$ cat config.mk
export PLATFORM = sky130hd
export DESIGN_NAME = sr_excite_driver_flat
export DESIGN_NICKNAME = d
export VERILOG_FILES = /design/src/rtl/sr_pkg.sv /design/src/rtl/sr_excite_driver_if.sv /design/src/rtl/sr_excite_bit.sv /design/src/rtl/sr_excite_driver.sv /design/src/flat_wrapper.sv
export SDC_FILE = /design/constraint.sdc
export NUM_CORES = 1
export LEC_CHECK = 0
export BUFFER_PORTS_ARGS = -buffer_cell sky130_fd_sc_hd__buf_2
export CAP_MARGIN = 10
export CORE_MARGIN = 3
export CORE_UTILIZATION = 45
export DETAILED_ROUTE_END_ITERATION = 12
export GPL_TIMING_DRIVEN = 0
export PLACE_DENSITY = 0.7
export SETUP_SLACK_MARGIN = 0.5
export SKIP_LAST_GASP = 1
export SLEW_MARGIN = 10
export SYNTH_ARGS = -nofsm -noshare
export SYNTH_HDL_FRONTEND = slang
export SYNTH_SLANG_ARGS = --single-unit
$ cat constraint.sdc
create_clock -name clk -period 3.3 [get_ports clk]
set_input_delay 0.165 -clock clk [delete_from_list [all_inputs] [get_ports clk]]
set_output_delay 0.165 -clock clk [all_outputs]
set_load 0.03 [all_outputs]
$ cat src/rtl/sr_pkg.sv
// Shared definitions for the SR-flop bank driver: FSM states, 2-bit S/R
// excitation codes and the width helper for the changed-bit counter.
package sr_pkg;

  typedef enum logic [2:0] {
    IDLE  = 3'd0,
    DRIVE = 3'd1,
    HOLD  = 3'd2,
    CHECK = 3'd3,
    DONE  = 3'd4
  } sr_state_e;

  // {S,R} codes as presented to one flop
  localparam logic [1:0] SR_HOLD    = 2'b00;
  localparam logic [1:0] SR_RST     = 2'b01;
  localparam logic [1:0] SR_SET     = 2'b10;
  localparam logic [1:0] SR_ILLEGAL = 2'b11;

  function automatic int cnt_width(input int width);
    return $clog2(width + 1);
  endfunction

endpackage

$ cat src/rtl/sr_excite_driver_if.sv
// Target handshake plus flop-bank excitation/readback bundle for sr_excite_driver.
// The slave modport is the driver itself; master is the controller/bank side.
interface sr_excite_driver_if #(
  parameter int WIDTH = 8
);
  import sr_pkg::*;

  localparam int CW = cnt_width(WIDTH);

  logic             tgt_valid;
  logic             tgt_ready;
  logic [WIDTH-1:0] tgt_data;
  logic [WIDTH-1:0] s_out;
  logic [WIDTH-1:0] r_out;
  logic [WIDTH-1:0] q_in;
  logic             busy;
  logic             done;
  logic [CW-1:0]    chg_cnt;
  logic             err;

  modport slave (
    input  tgt_valid, tgt_data, q_in,
    output tgt_ready, s_out, r_out, busy, done, chg_cnt, err
  );

  modport master (
    output tgt_valid, tgt_data, q_in,
    input  tgt_ready, s_out, r_out, busy, done, chg_cnt, err
  );

endinterface

$ cat src/rtl/sr_excite_bit.sv
// Per-bit S/R excitation: set bits rising from the shadow value, reset bits
// falling from it, hold otherwise.
module sr_excite_bit
  import sr_pkg::*;
(
  input  logic tgt,
  input  logic shadow,
  output logic s,
  output logic r
);

  logic [1:0] code_s;

  // Map the wanted transition onto an SR code
  always_comb begin
    code_s = SR_HOLD;
    case ({tgt, shadow})
      2'b10:   code_s = SR_SET;
      2'b01:   code_s = SR_RST;
      default: code_s = SR_HOLD;
    endcase
  end

  // The guard keeps the forbidden code off the bank even if the table is edited later
  assign s = (code_s != SR_ILLEGAL) & code_s[1];
  assign r = (code_s != SR_ILLEGAL) & code_s[0];

endmodule

$ cat src/rtl/sr_excite_driver.sv
// Write-side driver for a bank of clocked SR flops: one-cycle excitation pulse,
// settle window, optional Q readback check (SR_READBACK_CHECK_EN).
module sr_excite_driver
  import sr_pkg::*;
#(
  parameter int WIDTH  = 8,
  parameter int SETTLE = 1
) (
  input  logic                 clk,
  input  logic                 rst,
  sr_excite_driver_if.slave    bus
);

  localparam int         CW        = cnt_width(WIDTH);
  localparam logic [3:0] SETTLE_LD = 4'(SETTLE - 1);

`ifdef SR_READBACK_CHECK_EN
  localparam sr_state_e POST_SETTLE = CHECK;
`else
  localparam sr_state_e POST_SETTLE = DONE;
`endif
  localparam sr_state_e POST_DRIVE = (SETTLE > 0) ? HOLD : POST_SETTLE;

  sr_state_e        state_r;
  logic [WIDTH-1:0] shadow_r;
  logic [WIDTH-1:0] tgt_r;
  logic [WIDTH-1:0] s_out_r;
  logic [WIDTH-1:0] r_out_r;
  logic [WIDTH-1:0] s_exc_s;
  logic [WIDTH-1:0] r_exc_s;
  logic [WIDTH-1:0] diff_s;
  logic [CW-1:0]    pop_s;
  logic [CW-1:0]    chg_r;
  logic [3:0]       settle_cnt_r;
  logic             ready_r;
  logic             busy_r;
  logic             done_r;
  logic             accept_s;

  assign accept_s = bus.tgt_valid & ready_r;
  assign diff_s   = bus.tgt_data ^ shadow_r;

  for (genvar i = 0; i < WIDTH; i++) begin : g_bit
    sr_excite_bit u_bit (
      .tgt    (bus.tgt_data[i]),
      .shadow (shadow_r[i]),
      .s      (s_exc_s[i]),
      .r      (r_exc_s[i])
    );
  end

  // Number of bits the offered target would change
  always_comb begin
    pop_s = {CW{1'b0}};
    for (int i = 0; i < WIDTH; i++) begin
      pop_s = pop_s + CW'(diff_s[i]);
    end
  end

`ifdef SR_READBACK_CHECK_EN
  logic err_r;
  assign bus.err = err_r;
`else
  logic unused_q_s;
  assign unused_q_s = ^bus.q_in;
  assign bus.err    = 1'b0;
`endif

  // Transaction FSM; every output is a register so the bank never sees glitches
  always_ff @(posedge clk or posedge rst) begin
    if (rst) begin
      state_r      <= IDLE;
      ready_r      <= 1'b1;
      busy_r       <= 1'b0;
      done_r       <= 1'b0;
      s_out_r      <= {WIDTH{1'b0}};
      r_out_r      <= {WIDTH{1'b0}};
      chg_r        <= {CW{1'b0}};
      shadow_r     <= {WIDTH{1'b0}};
      tgt_r        <= {WIDTH{1'b0}};
      settle_cnt_r <= 4'd0;
`ifdef SR_READBACK_CHECK_EN
      err_r        <= 1'b0;
`endif
    end else begin
      done_r  <= 1'b0;
      s_out_r <= {WIDTH{1'b0}};
      r_out_r <= {WIDTH{1'b0}};
      case (state_r)
        IDLE: begin
          if (accept_s) begin
            tgt_r   <= bus.tgt_data;
            s_out_r <= s_exc_s;
            r_out_r <= r_exc_s;
            chg_r   <= pop_s;
            state_r <= DRIVE;
            ready_r <= 1'b0;
            busy_r  <= 1'b1;
          end
        end
        DRIVE: begin
          shadow_r     <= tgt_r;
          settle_cnt_r <= SETTLE_LD;
          state_r      <= POST_DRIVE;
          done_r       <= (POST_DRIVE == DONE);
        end
        HOLD: begin
          if (settle_cnt_r == 4'd0) begin
            state_r <= POST_SETTLE;
            done_r  <= (POST_SETTLE == DONE);
          end else begin
            settle_cnt_r <= settle_cnt_r - 4'd1;
          end
        end
        CHECK: begin
`ifdef SR_READBACK_CHECK_EN
          if (bus.q_in != tgt_r) begin
            err_r <= 1'b1;
          end
`endif
          state_r <= DONE;
          done_r  <= 1'b1;
        end
        DONE: begin
          state_r <= IDLE;
          ready_r <= 1'b1;
          busy_r  <= 1'b0;
        end
        default: begin
          state_r <= IDLE;
          ready_r <= 1'b1;
          busy_r  <= 1'b0;
        end
      endcase
    end
  end

  assign bus.tgt_ready = ready_r;
  assign bus.busy      = busy_r;
  assign bus.done      = done_r;
  assign bus.s_out     = s_out_r;
  assign bus.r_out     = r_out_r;
  assign bus.chg_cnt   = chg_r;

endmodule

$ cat src/flat_wrapper.sv
// flat-port wrapper written by rule: the top's interface ports become plain ports
module sr_excite_driver_flat import sr_pkg::*;
#(
  parameter int WIDTH  = 8,
  parameter int SETTLE = 1
)
  (clk, rst, bus_tgt_valid, bus_tgt_data, bus_q_in, bus_tgt_ready, bus_s_out, bus_r_out, bus_busy, bus_done, bus_chg_cnt, bus_err);
  sr_excite_driver_if #(.WIDTH(WIDTH)) bus_i ();
  input  logic clk;
  input  logic rst;
  input wire logic [$bits(bus_i.tgt_valid)-1:0] bus_tgt_valid;
  input wire logic [$bits(bus_i.tgt_data)-1:0] bus_tgt_data;
  input wire logic [$bits(bus_i.q_in)-1:0] bus_q_in;
  output wire logic [$bits(bus_i.tgt_ready)-1:0] bus_tgt_ready;
  output wire logic [$bits(bus_i.s_out)-1:0] bus_s_out;
  output wire logic [$bits(bus_i.r_out)-1:0] bus_r_out;
  output wire logic [$bits(bus_i.busy)-1:0] bus_busy;
  output wire logic [$bits(bus_i.done)-1:0] bus_done;
  output wire logic [$bits(bus_i.chg_cnt)-1:0] bus_chg_cnt;
  output wire logic [$bits(bus_i.err)-1:0] bus_err;
  assign bus_i.tgt_valid = bus_tgt_valid;
  assign bus_i.tgt_data = bus_tgt_data;
  assign bus_i.q_in = bus_q_in;
  assign bus_tgt_ready = bus_i.tgt_ready;
  assign bus_s_out = bus_i.s_out;
  assign bus_r_out = bus_i.r_out;
  assign bus_busy = bus_i.busy;
  assign bus_done = bus_i.done;
  assign bus_chg_cnt = bus_i.chg_cnt;
  assign bus_err = bus_i.err;
  sr_excite_driver #(.WIDTH(WIDTH), .SETTLE(SETTLE)) u_core (.clk(clk), .rst(rst), .bus(bus_i));
endmodule
==> impl_metrics.json <==
{
  "ir_drop_mv": 0.225,
  "grt_first_pass_wirelength_mm": 6.05,
  "timing.fmax_mhz": 317,
  "num_antenna_cells": 0,
  "grt_max_degree": 30,
  "wire_per_inst_microns": 12.7,
  "asyncSetResetFlopFracSynth": 1.00,
  "synth_edf_count": 0,
  "fin_cells": 286,
  "syn-instance-count": 172,
  "initial_core_util": 0.482,
  "dp_slack_ns": 0.0123,
  "cts_buffer_depth": 2,
  "drv_slew": 0,
  "required_ns": 3.49,
  "period_needed_ns": 3.15,
  "finalHoldViolCount": 0,
  "cts.htree.levels": 2,
  "die_width_microns": 75.7,
  "num_rows": 24,
  "slowest_stage": "fa_1",
  "tns_ns": 0,
  "grt_pass1_vias": 1255,
  "die_h_microns": 75.7,
  "root_buffer": "clkbuf_8",
  "grtUsageMet2": 0.218,
  "syn2layout_area_growth_pct": 21.7,
  "clkLatencyLatePin_ns": 0.29,
  "start_kind": "register",
  "synth.most_common_cell": "dfrtp_1",
  "fin_nets": 263,
  "yosys-top-cells-count": "dfrtp_1 (45), inv_1 (30), ha_1 (20)",
  "routabilityCongestion": 0.685,
  "cp_cell_sequence": "ha_4 > inv_2 > ha_4 > fa_1 > inv_1 > fa_1 > fa_2 > fa_2 > xnor2_1 > mux2_4",
  "leakage_nw": 1.46,
  "grt.overflow.total": 0,
  "use_met1": 0.197,
  "finalSetupViolCount": 0,
  "seq_area_frac_synth": 0.527,
  "syn_area_sq_mm": 0.00219,
  "synth_top_area_frac": 0.515,
  "placedCellCount": 271,
  "ios": 43,
  "drtAntennaViolNets": 0,
  "place_area_sq_mm": 0.00246,
  "status": "finished clean",
  "worst-path-buf-inv": 2,
  "rsz0062_at_grt": "yes",
  "dieArea_sq_mm": 0.00573,
  "total_power_mw": 1.02,
  "setup_slack_ns": 0.150,
  "drt-initial-drc-count": 50,
  "hp-class": "in -> reg",
  "synthTopCellsByArea": "dfrtp_1 (51%), ha_1 (11%), inv_1 (5.1%)",
  "post_drt_via_cell_ratio": 4.52,
  "antenna_found_initial": 0,
  "place.port_buffers": 33,
  "grt.busiest_layer": "met2",
  "critical_path.top_delay_family": "adder cells",
  "numCtsBuffers": 5,
  "cp_data_arrival_time_ns": 3.34,
  "cp-end-kind": "register",
  "hpwl_mm": 2.57,
  "cts_sinks": 46,
  "synth-seq-cells": 46,
  "syn_nets": 215,
  "powerDensity_mw_per_mm2": 382,
  "yosys.area.top_type": "dfrtp_1",
  "cts_tree": "built",
  "synth_ff_type": "dfrtp_1",
  "layout-drive-gt1-share": 0.353,
  "yosysWarnings": 0,
  "route.vias.total": 1294,
  "holdWs_ns": 0.116,
  "worstPathMaxFanout": 2,
  "routed_wl_mm": 3.63,
  "core_area_sq_mm": 0.00453,
  "firstDrtPassIters": 4,
  "final_core_util": 0.587,
  "cap_violations": 0,
  "ys_types": 33,
  "critPathKind": "reg -> reg",
  "syn-mean-instance-area_sq_um": 12.7,
  "critical_path.max_stage_delay_ns": 0.48,
  "grtUsageTotal": 0.143,
  "min_period_over_period": 0.955,
  "clkTransAtPathRegs_ns": 0.08,
  "finClkSkew_ns": 0.00292,
  "fin_area_sq_mm": 0.00266,
  "grt_use_met3": 0.0435,
  "drc": 0
}
layout by cell type (no fill, tap or decap), types with 2 or more instances in the layout:
master	count
nand2_1	3
fa_2	2
or3_1	2
ha_1	17
mux2_2	4
buf_4	7
mux2_4	8
nor2_1	5
dfrtp_1	45
nor3b_2	2
inv_2	3
buf_6	2
inv_1	27
ha_4	3
buf_2	34
clkbuf_1	2
mux2i_1	5
mux2_1	5
fa_1	2
and2_1	16
clkbuf_8	6
state kept, by name, indices dropped and copies added, names as in the netlist:
| register | count |
|---|---|
| u_core.bus.s_out | 8 |
| u_core.bus.r_out | 8 |
| u_core.settle_cnt_r | 4 |
| u_core.bus.done | 1 |
| u_core.bus.tgt_ready | 1 |
| u_core.bus.busy | 1 |
| u_core.state_r | 3 |
| u_core.tgt_r | 8 |
| u_core.shadow_r | 8 |
| u_core.bus.chg_cnt | 4 |
logic make-up (layout without fill, tap and decap cells):
family,Yosys count,after routing,share of synthesized area
fa+ha+maj,24,24,0.151
mux,22,22,0.122
flops,46,46,0.527
xor+xnor,1,1,0.00401
other cells,1,1,0.00171
compound gates,7,7,0.0212
buf+inv,35,84,0.0675
simple gates,36,36,0.105
metal layers:
metal | part of all wire | vias up
met1 | 0.47 | 628
met3 | 0.038 | 6
li1 | - | 635
met2 | 0.47 | 25
met5 | 0 | -
met4 | 0.015 | 0
final timing paths:
| kind | end | cells after the start | slack (ns) | from |
|---|---|---|---|---|
| min in group asynchronous | u_core.bus.s_out[5]$_DFF_PP0_ | 3 | 0.40 | rst |
| setup / recovery | u_core.bus.chg_cnt[2]$_DFFE_PP0P_ | 10 | 0.15 | u_core.shadow_r[1]$_DFFE_PP0P_ |
| hold / removal | u_core.tgt_r[2]$_DFFE_PP0P_ | 2 | 0.12 | bus_tgt_data[2] |
| hold reg to reg | u_core.tgt_r[2]$_DFFE_PP0P_ | 1 | 0.49 | u_core.tgt_r[2]$_DFFE_PP0P_ |
| max in group asynchronous | u_core.bus.tgt_ready$_DFFE_PP1P_ | 4 | 2.34 | rst |
| setup reg to reg | u_core.bus.chg_cnt[2]$_DFFE_PP0P_ | 10 | 0.15 | u_core.shadow_r[1]$_DFFE_PP0P_ |
power by group:
part | total, mW | switching (mW) | internal (mW)
Clock | 0.351 | 0.182 | 0.169
Sequential | 0.563 | 0 | 0.563
Combinational | 0.102 | 0.0523 | 0.0492
Total | 1.02 | 0.234 | 0.781
cell type report:
| class | count | area, sq um |
|---|---|---|
| repair buffers | 41 | 244 |
| fillers | 385 | 1870 |
| multi-input cells | 91 | 945 |
| inverters | 30 | 113 |
| clock buffers | 7 | 86.3 |
| clock inverters | 1 | 5.00 |
| well taps | 65 | 81.3 |
| flip-flops and latches | 46 | 1150 |
| plain buffers | 5 | 35.0 |
worst reg2reg max path: cells and delay by family, from the launching register on:
kind       cells  cell delay, ns
fa+ha+maj      6            2.15
flops          1            0.41
mux            1            0.25
xor+xnor       1            0.14
buf+inv        2            0.09
repair_timing:
action | in CTS | in global routing
gates resized for setup | 4 | 7
hold buffers | 1 | 0
endpoints found under the setup margin | 4 | 4
pin swaps | 6 | 4
hold endpoints to repair | 17 | 0
setup buffers | 3 | 3
(Power assumes the default switching activity.)
